File: config.mk
export PLATFORM = sky130hd
export DESIGN_NAME = sprite_motion_ctrl
export DESIGN_NICKNAME = d
export VERILOG_FILES = /design/src/rtl/sprite_motion_ctrl.sv
export SDC_FILE = /design/constraint.sdc
export NUM_CORES = 1
export LEC_CHECK = 0
export BUFFER_PORTS_ARGS = -buffer_cell sky130_fd_sc_hd__buf_2
export CAP_MARGIN = 25
export CORE_MARGIN = 2
export CORE_UTILIZATION = 49
export DETAILED_ROUTE_END_ITERATION = 7
export PLACE_DENSITY = 0.73
export SETUP_SLACK_MARGIN = 0.4
export SYNTH_ARGS = -nofsm -noshare
export SYNTH_HDL_FRONTEND = slang
export SYNTH_SLANG_ARGS = --single-unit
File: constraint.sdc
create_clock -name clk -period 3.6 [get_ports clk]
set_input_delay 0.36 -clock clk [delete_from_list [all_inputs] [get_ports clk]]
set_output_delay 0.36 -clock clk [all_outputs]
set_load 0.05 [all_outputs]
File: src/rtl/sprite_motion_ctrl.sv
// sprite_motion_ctrl
//   Player-sprite controller for the VGA game pipeline. A sized sprite walks
//   horizontally (wrapping or clamping at the limits) and jumps under gravity
//   between a ceiling and a floor. Position, velocity and the vertical state
//   advance once per frame tick. Fill and colour for the current pixel are
//   combinational.
//
// Ports
//   clk            system clock
//   rst            asynchronous, active-high reset
//   tick           one-cycle frame enable; all state advances only when set
//   up/left/right  level button inputs, sampled on tick
//   hCount/vCount  current pixel counters
//   bg             colour used for non-sprite pixels
//   rgb            COLOR when fill, else bg
//   fill           current pixel lies inside the sprite box
//   xpos/ypos      sprite centre
//   state          0 GROUNDED, 1 RISING, 2 FALLING
//   facing         1 = right, 0 = left
module sprite_motion_ctrl #(
  parameter int HALF_W   = 5,
  parameter int HALF_H   = 5,
  parameter int STEP     = 2,
  parameter int JUMP_V   = 12,
  parameter int GRAVITY  = 1,
  parameter int MAX_FALL = 8,
  parameter int X_MIN    = 150,
  parameter int X_MAX    = 780,
  parameter int Y_MIN    = 40,
  parameter int Y_FLOOR  = 500,
  parameter int X_INIT   = 450,
  parameter int WRAP_X   = 1,
  parameter logic [11:0] COLOR = 12'hF00
) (
  input  logic        clk,
  input  logic        rst,
  input  logic        tick,
  input  logic        up,
  input  logic        left,
  input  logic        right,
  input  logic [9:0]  hCount,
  input  logic [9:0]  vCount,
  input  logic [11:0] bg,
  output logic [11:0] rgb,
  output logic        fill,
  output logic [9:0]  xpos,
  output logic [9:0]  ypos,
  output logic [1:0]  state,
  output logic        facing
);

  localparam logic [1:0] GROUNDED = 2'd0;
  localparam logic [1:0] RISING   = 2'd1;
  localparam logic [1:0] FALLING  = 2'd2;

  // 11-bit signed copies so sums and differences of positions never wrap
  localparam logic signed [10:0] STEP_S   = 11'(STEP);
  localparam logic signed [10:0] HW_S     = 11'(HALF_W);
  localparam logic signed [10:0] HH_S     = 11'(HALF_H);
  localparam logic signed [10:0] XMIN_S   = 11'(X_MIN);
  localparam logic signed [10:0] XMAX_S   = 11'(X_MAX);
  localparam logic signed [10:0] YMIN_S   = 11'(Y_MIN);
  localparam logic signed [10:0] YFLOOR_S = 11'(Y_FLOOR);

  localparam logic [9:0] XMIN_U   = 10'(X_MIN);
  localparam logic [9:0] XMAX_U   = 10'(X_MAX);
  localparam logic [9:0] YMIN_U   = 10'(Y_MIN);
  localparam logic [9:0] YFLOOR_U = 10'(Y_FLOOR);
  localparam logic [9:0] XINIT_U  = 10'(X_INIT);

  localparam logic signed [7:0] JUMP_S = 8'(JUMP_V);
  localparam logic signed [7:0] GRAV_S = 8'(GRAVITY);
  localparam logic signed [7:0] MAXF_S = 8'(MAX_FALL);

  logic signed [7:0]  vy;
  logic signed [7:0]  vy_nxt;
  logic signed [7:0]  vy_inc;
  logic signed [10:0] xs;
  logic signed [10:0] ys;
  logic signed [10:0] hs;
  logic signed [10:0] vs;
  logic signed [10:0] vy_ext;
  logic signed [10:0] ysum;
  logic [9:0]         x_nxt;
  logic [9:0]         y_nxt;
  logic [1:0]         st_nxt;
  logic               face_nxt;

  assign xs     = {1'b0, xpos};
  assign ys     = {1'b0, ypos};
  assign hs     = {1'b0, hCount};
  assign vs     = {1'b0, vCount};
  assign vy_ext = {{3{vy[7]}}, vy};
  assign ysum   = ys + vy_ext;
  assign vy_inc = vy + GRAV_S;

  always_comb begin
    x_nxt    = xpos;
    face_nxt = facing;
    if (right && !left) begin
      face_nxt = 1'b1;
      if (xs + STEP_S > XMAX_S)
        x_nxt = (WRAP_X != 0) ? XMIN_U : XMAX_U;
      else
        x_nxt = 10'(xs + STEP_S);
    end else if (left && !right) begin
      face_nxt = 1'b0;
      if (xs < XMIN_S + STEP_S)
        x_nxt = (WRAP_X != 0) ? XMAX_U : XMIN_U;
      else
        x_nxt = 10'(xs - STEP_S);
    end
  end

  always_comb begin
    y_nxt  = ypos;
    vy_nxt = vy;
    st_nxt = state;
    case (state)
      GROUNDED: begin
        if (up) begin
          vy_nxt = -JUMP_S;
          st_nxt = RISING;
        end
      end
      RISING: begin
        if (ysum <= YMIN_S) begin
          y_nxt  = YMIN_U;
          vy_nxt = '0;
          st_nxt = FALLING;
        end else begin
          y_nxt  = 10'(ysum);
          vy_nxt = vy_inc;
          // apex reached once the updated velocity is no longer upward
          if (!vy_inc[7]) st_nxt = FALLING;
        end
      end
      FALLING: begin
        if (ysum >= YFLOOR_S) begin
          y_nxt  = YFLOOR_U;
          vy_nxt = '0;
          st_nxt = GROUNDED;
        end else begin
          y_nxt  = 10'(ysum);
          vy_nxt = (vy_inc > MAXF_S) ? MAXF_S : vy_inc;
        end
      end
      default: st_nxt = FALLING;
    endcase
  end

  always_ff @(posedge clk or posedge rst) begin
    if (rst) begin
      xpos   <= XINIT_U;
      ypos   <= YFLOOR_U;
      vy     <= '0;
      state  <= GROUNDED;
      facing <= 1'b1;
    end else if (tick) begin
      xpos   <= x_nxt;
      ypos   <= y_nxt;
      vy     <= vy_nxt;
      state  <= st_nxt;
      facing <= face_nxt;
    end
  end

  // signed box test: an edge above row 0 or left of column 0 clips
  assign fill = (hs >= xs - HW_S) && (hs <= xs + HW_S) &&
                (vs >= ys - HH_S) && (vs <= ys + HH_S);
  assign rgb  = fill ? COLOR : bg;

endmodule

==> qor.csv <==
metric,value,unit
maxSlewViolCount,0,
rr_startpoint,ypos[2]$_DFFE_PP1P_,
grt_pass1_vias,4216,
arrival,3.27,ns
pin_count,74,
h-tree-depth,2,
violations,negative setup slack,
diodes,0,
fillerInstances,720,
final.min_clock_period,3.63,ns
slew_headroom,47.5,%
core,8220,µm²
worst_pin_slew,0.786,ns
drc,0,
ys_warn_count,0,
syn_nets,633,
hold_viol_final,0,
rows,33,
clk_pin_slew,0.07,ns
hold_ws,0.199,ns
syn_area,4150,µm²
cts_tree,done,
ff2ff_path_depth,11,
overflow,0,
fp.dieW,96.0,µm
cts_root_buffer,clkbuf_8,
endpoint_kind,output pin,
drt_iter0_markers,276,
synth_cells,534,
insertion_delay,0.30,ns
area_growth,23.6,%
rrSetupSlack,0.54,ns
worstReg2RegEnd,state[1]$_DFFE_PP0P_,
io_buffers,72,
dp_hpwl,8.62,mm
synth-async-reset-ratio,100,%
finClkSkew,0.00654,ns
dieArea,9220,µm²
ant_nets,0,
clock_sinks,30,
hp-class,input pin to async pin,
worst_slack,-0.0339,ns
place_congestion,0.898,
cp-start-kind,flip-flop,
grt_usage,24.8,%
max_freq,275,MHz
drive_above_1_share,28.8,%
synth_area_per_cell,7.77,µm²
drt_wl_total,11.8,mm
synth.distinct_cells,72,
critical-path-max-stage-delay,0.43,ns
setup_viol_count_final,6,
first_pass_iters,5,
floorplan.initialDensity,50.5,%
grt_pass1_wl,18.5,mm
post-route-period-util,101,%
power.density,1060,nW/µm²
cp_top_family,simple AND/OR/NAND/NOR gates,
ys_seq_area_share,18.4,%
crit_buf_inv,2,
final_nets,709,
path_max_fanout,7,
ys_seq_elements,30,
max-cap-violations,0,
total_leakage_power,2.27,nW
place_ws,0.166,ns
wl_per_cell,16.4,µm
via_per_inst,6.06,
irDropWorstVdd,515,µV
die_h,96.0,µm
run_status,finished with violations,
critical_path_class,flip-flop to output pin,
synth_edf_count,0,
grt_max_degree,21,
synth_flop_cell,dfrtp_1,
cts_inserted_buffers,5,
rsz0062_at_grt,yes,
cp_slowest_cell,dfrtp_2,
via_count,4337,
antenna_found_initial,0,
cts_buffer_depth,2,
crit_chain,or3_4 > or3_4 > nor3_4 > xnor2_1 > ha_1 > nand3_1 > a211o_1 > a31oi_1 > nand4_1 > buf_6 > and2_4 > buf_6,
cp.required,3.24,ns
synth_stat cells (5+ instances only):
library cell	n	area, µm²
a211o_1	6	52.6
a21o_1	8	60.1
a21oi_1	34	170
and2_1	11	68.8
and3_1	5	31.3
clkbuf_1	21	78.8
dfrtp_1	19	475
dfstp_2	11	289
ha_1	60	751
inv_1	29	109
nand2_1	38	143
nand2b_1	8	50.1
nand3_1	18	90.1
nand4_1	7	43.8
nor2_1	44	165
nor2b_1	8	50.1
nor3_1	16	80.1
nor4_1	5	31.3
o211ai_1	5	37.5
o21a_1	9	67.6
o21ai_0	47	235
or3_1	5	31.3
xnor2_1	26	228
xor2_1	17	149
layout by cell type, fill, tap and decap left out, types with 6 or more instances in the layout:
cell type / n
buf_4: 24
a21o_1: 8
dfrtp_2: 8
buf_6: 9
nor3_1: 14
o21ai_0: 46
dfrtp_1: 11
dfstp_2: 10
inv_1: 28
nor2_1: 40
nand4_1: 7
a21oi_1: 31
xor2_1: 16
and2_4: 8
nand3_1: 18
buf_2: 59
xnor2_1: 24
buf_8: 6
o21a_1: 8
a211o_1: 6
nor2b_1: 7
ha_1: 59
nand2_1: 37
registers in the layout, summed over array words and instances, names as in the netlist:
name and count:
facing 1, state 2, vy 8, xpos 9, ypos 10
what timing repair did:
| action | CTS | global route |
|---|---|---|
| setup endpoints to repair | 25 | 32 |
| cloned | 0 | 1 |
| gates resized for setup | 29 | 40 |
| buffers inserted | 8 | 6 |
| hold buffers | 0 | 0 |
| pin swaps | 1 | 10 |
worst reg2reg max path: cells and delay by family, from the launching register on:
| family | cells | cell delay, ns |
|---|---|---|
| multiplexers | 1 | 0.29 |
| AND/OR/NAND/NOR | 1 | 0.12 |
| buffers and inverters | 2 | 0.30 |
| flip-flops | 1 | 0.55 |
| adder cells (fa/ha/maj) | 1 | 0.33 |
| XOR/XNOR | 1 | 0.27 |
| AO/OA/AOI/OAI | 5 | 1.09 |
layout make-up:
| cell class | instances | area (µm²) | area share [%] |
|---|---|---|---|
| Timing Repair Buffer | 98 | 667 | 13.0 |
| Clock buffer | 5 | 68.8 | 1.34 |
| Clock inverter | 3 | 40.0 | 0.781 |
| Tap cell | 105 | 131 | 2.56 |
| Sequential cell | 30 | 778 | 15.2 |
| Multi-Input combinational cell | 446 | 3330 | 65.0 |
| Inverter | 29 | 109 | 2.12 |
cell families after synthesis:
group	after synthesis	share of synthesized area, %
adders and majority gates	61	18.6
buffers and inverters	58	5.61
DFF	30	18.4
xor gates and xnor gates	43	9.08
and+or+nand+nor	179	21.8
other	1	0.0904
AOI/OAI and AO/OA	159	25.6
muxes	3	0.874
through the flow:
| step | setup TNS (ns) | total power [mW] | instances | instance area (µm²) | utilization [%] |
|---|---|---|---|---|---|
| 3_5_place_dp | 0 | 4.55 | 693 | 4650 | 56.6 |
| 2_1_floorplan | 0 | 3.74 | 534 | 4220 | - |
| 5_1_grt | -0.706 | 5.90 | 716 | 5130 | 62.4 |
| 3_3_place_gp | 0 | 4.41 | 693 | 4650 | 56.6 |
| 6_report | -0.0842 | 5.46 | 716 | 5130 | 62.4 |
| 4_1_cts | 0 | 5.13 | 709 | 4910 | 59.8 |
metal layers:
metal / GRT usage [%] / up-vias / wire length (µm)
li1: - / 2090 / -
met1: 31.9 / 2028 / 5020
met2: 42.1 / 181 / 5520
met3: 3.99 / 38 / 879
met4: 8.21 / 0 / 333
met5: 0 / - / 0
worst max path at each step:
stage	start	to	slack, ns	cells past startpoint
after global placement	ypos[1]$_DFFE_PP0P_	rgb[3]	0.31	13
final	xpos[3]$_DFFE_PP0P_	rgb[5]	-0.03	12
after detailed placement	ypos[1]$_DFFE_PP0P_	rgb[7]	0.17	13
after CTS	xpos[3]$_DFFE_PP0P_	rgb[4]	0.07	12
after global routing	xpos[3]$_DFFE_PP0P_	rgb[5]	-0.11	12
after floorplan	xpos[3]$_DFFE_PP0P_	rgb[11]	0.30	11
where the power goes:
part	switching, mW	leakage (nW)	internal [mW]
combinational	2.58	1.88	1.71
sequential	0.280	0.340	0.532
clock	0.146	0.0579	0.204
total	3.01	2.27	2.45
(Power assumes the default switching activity.)
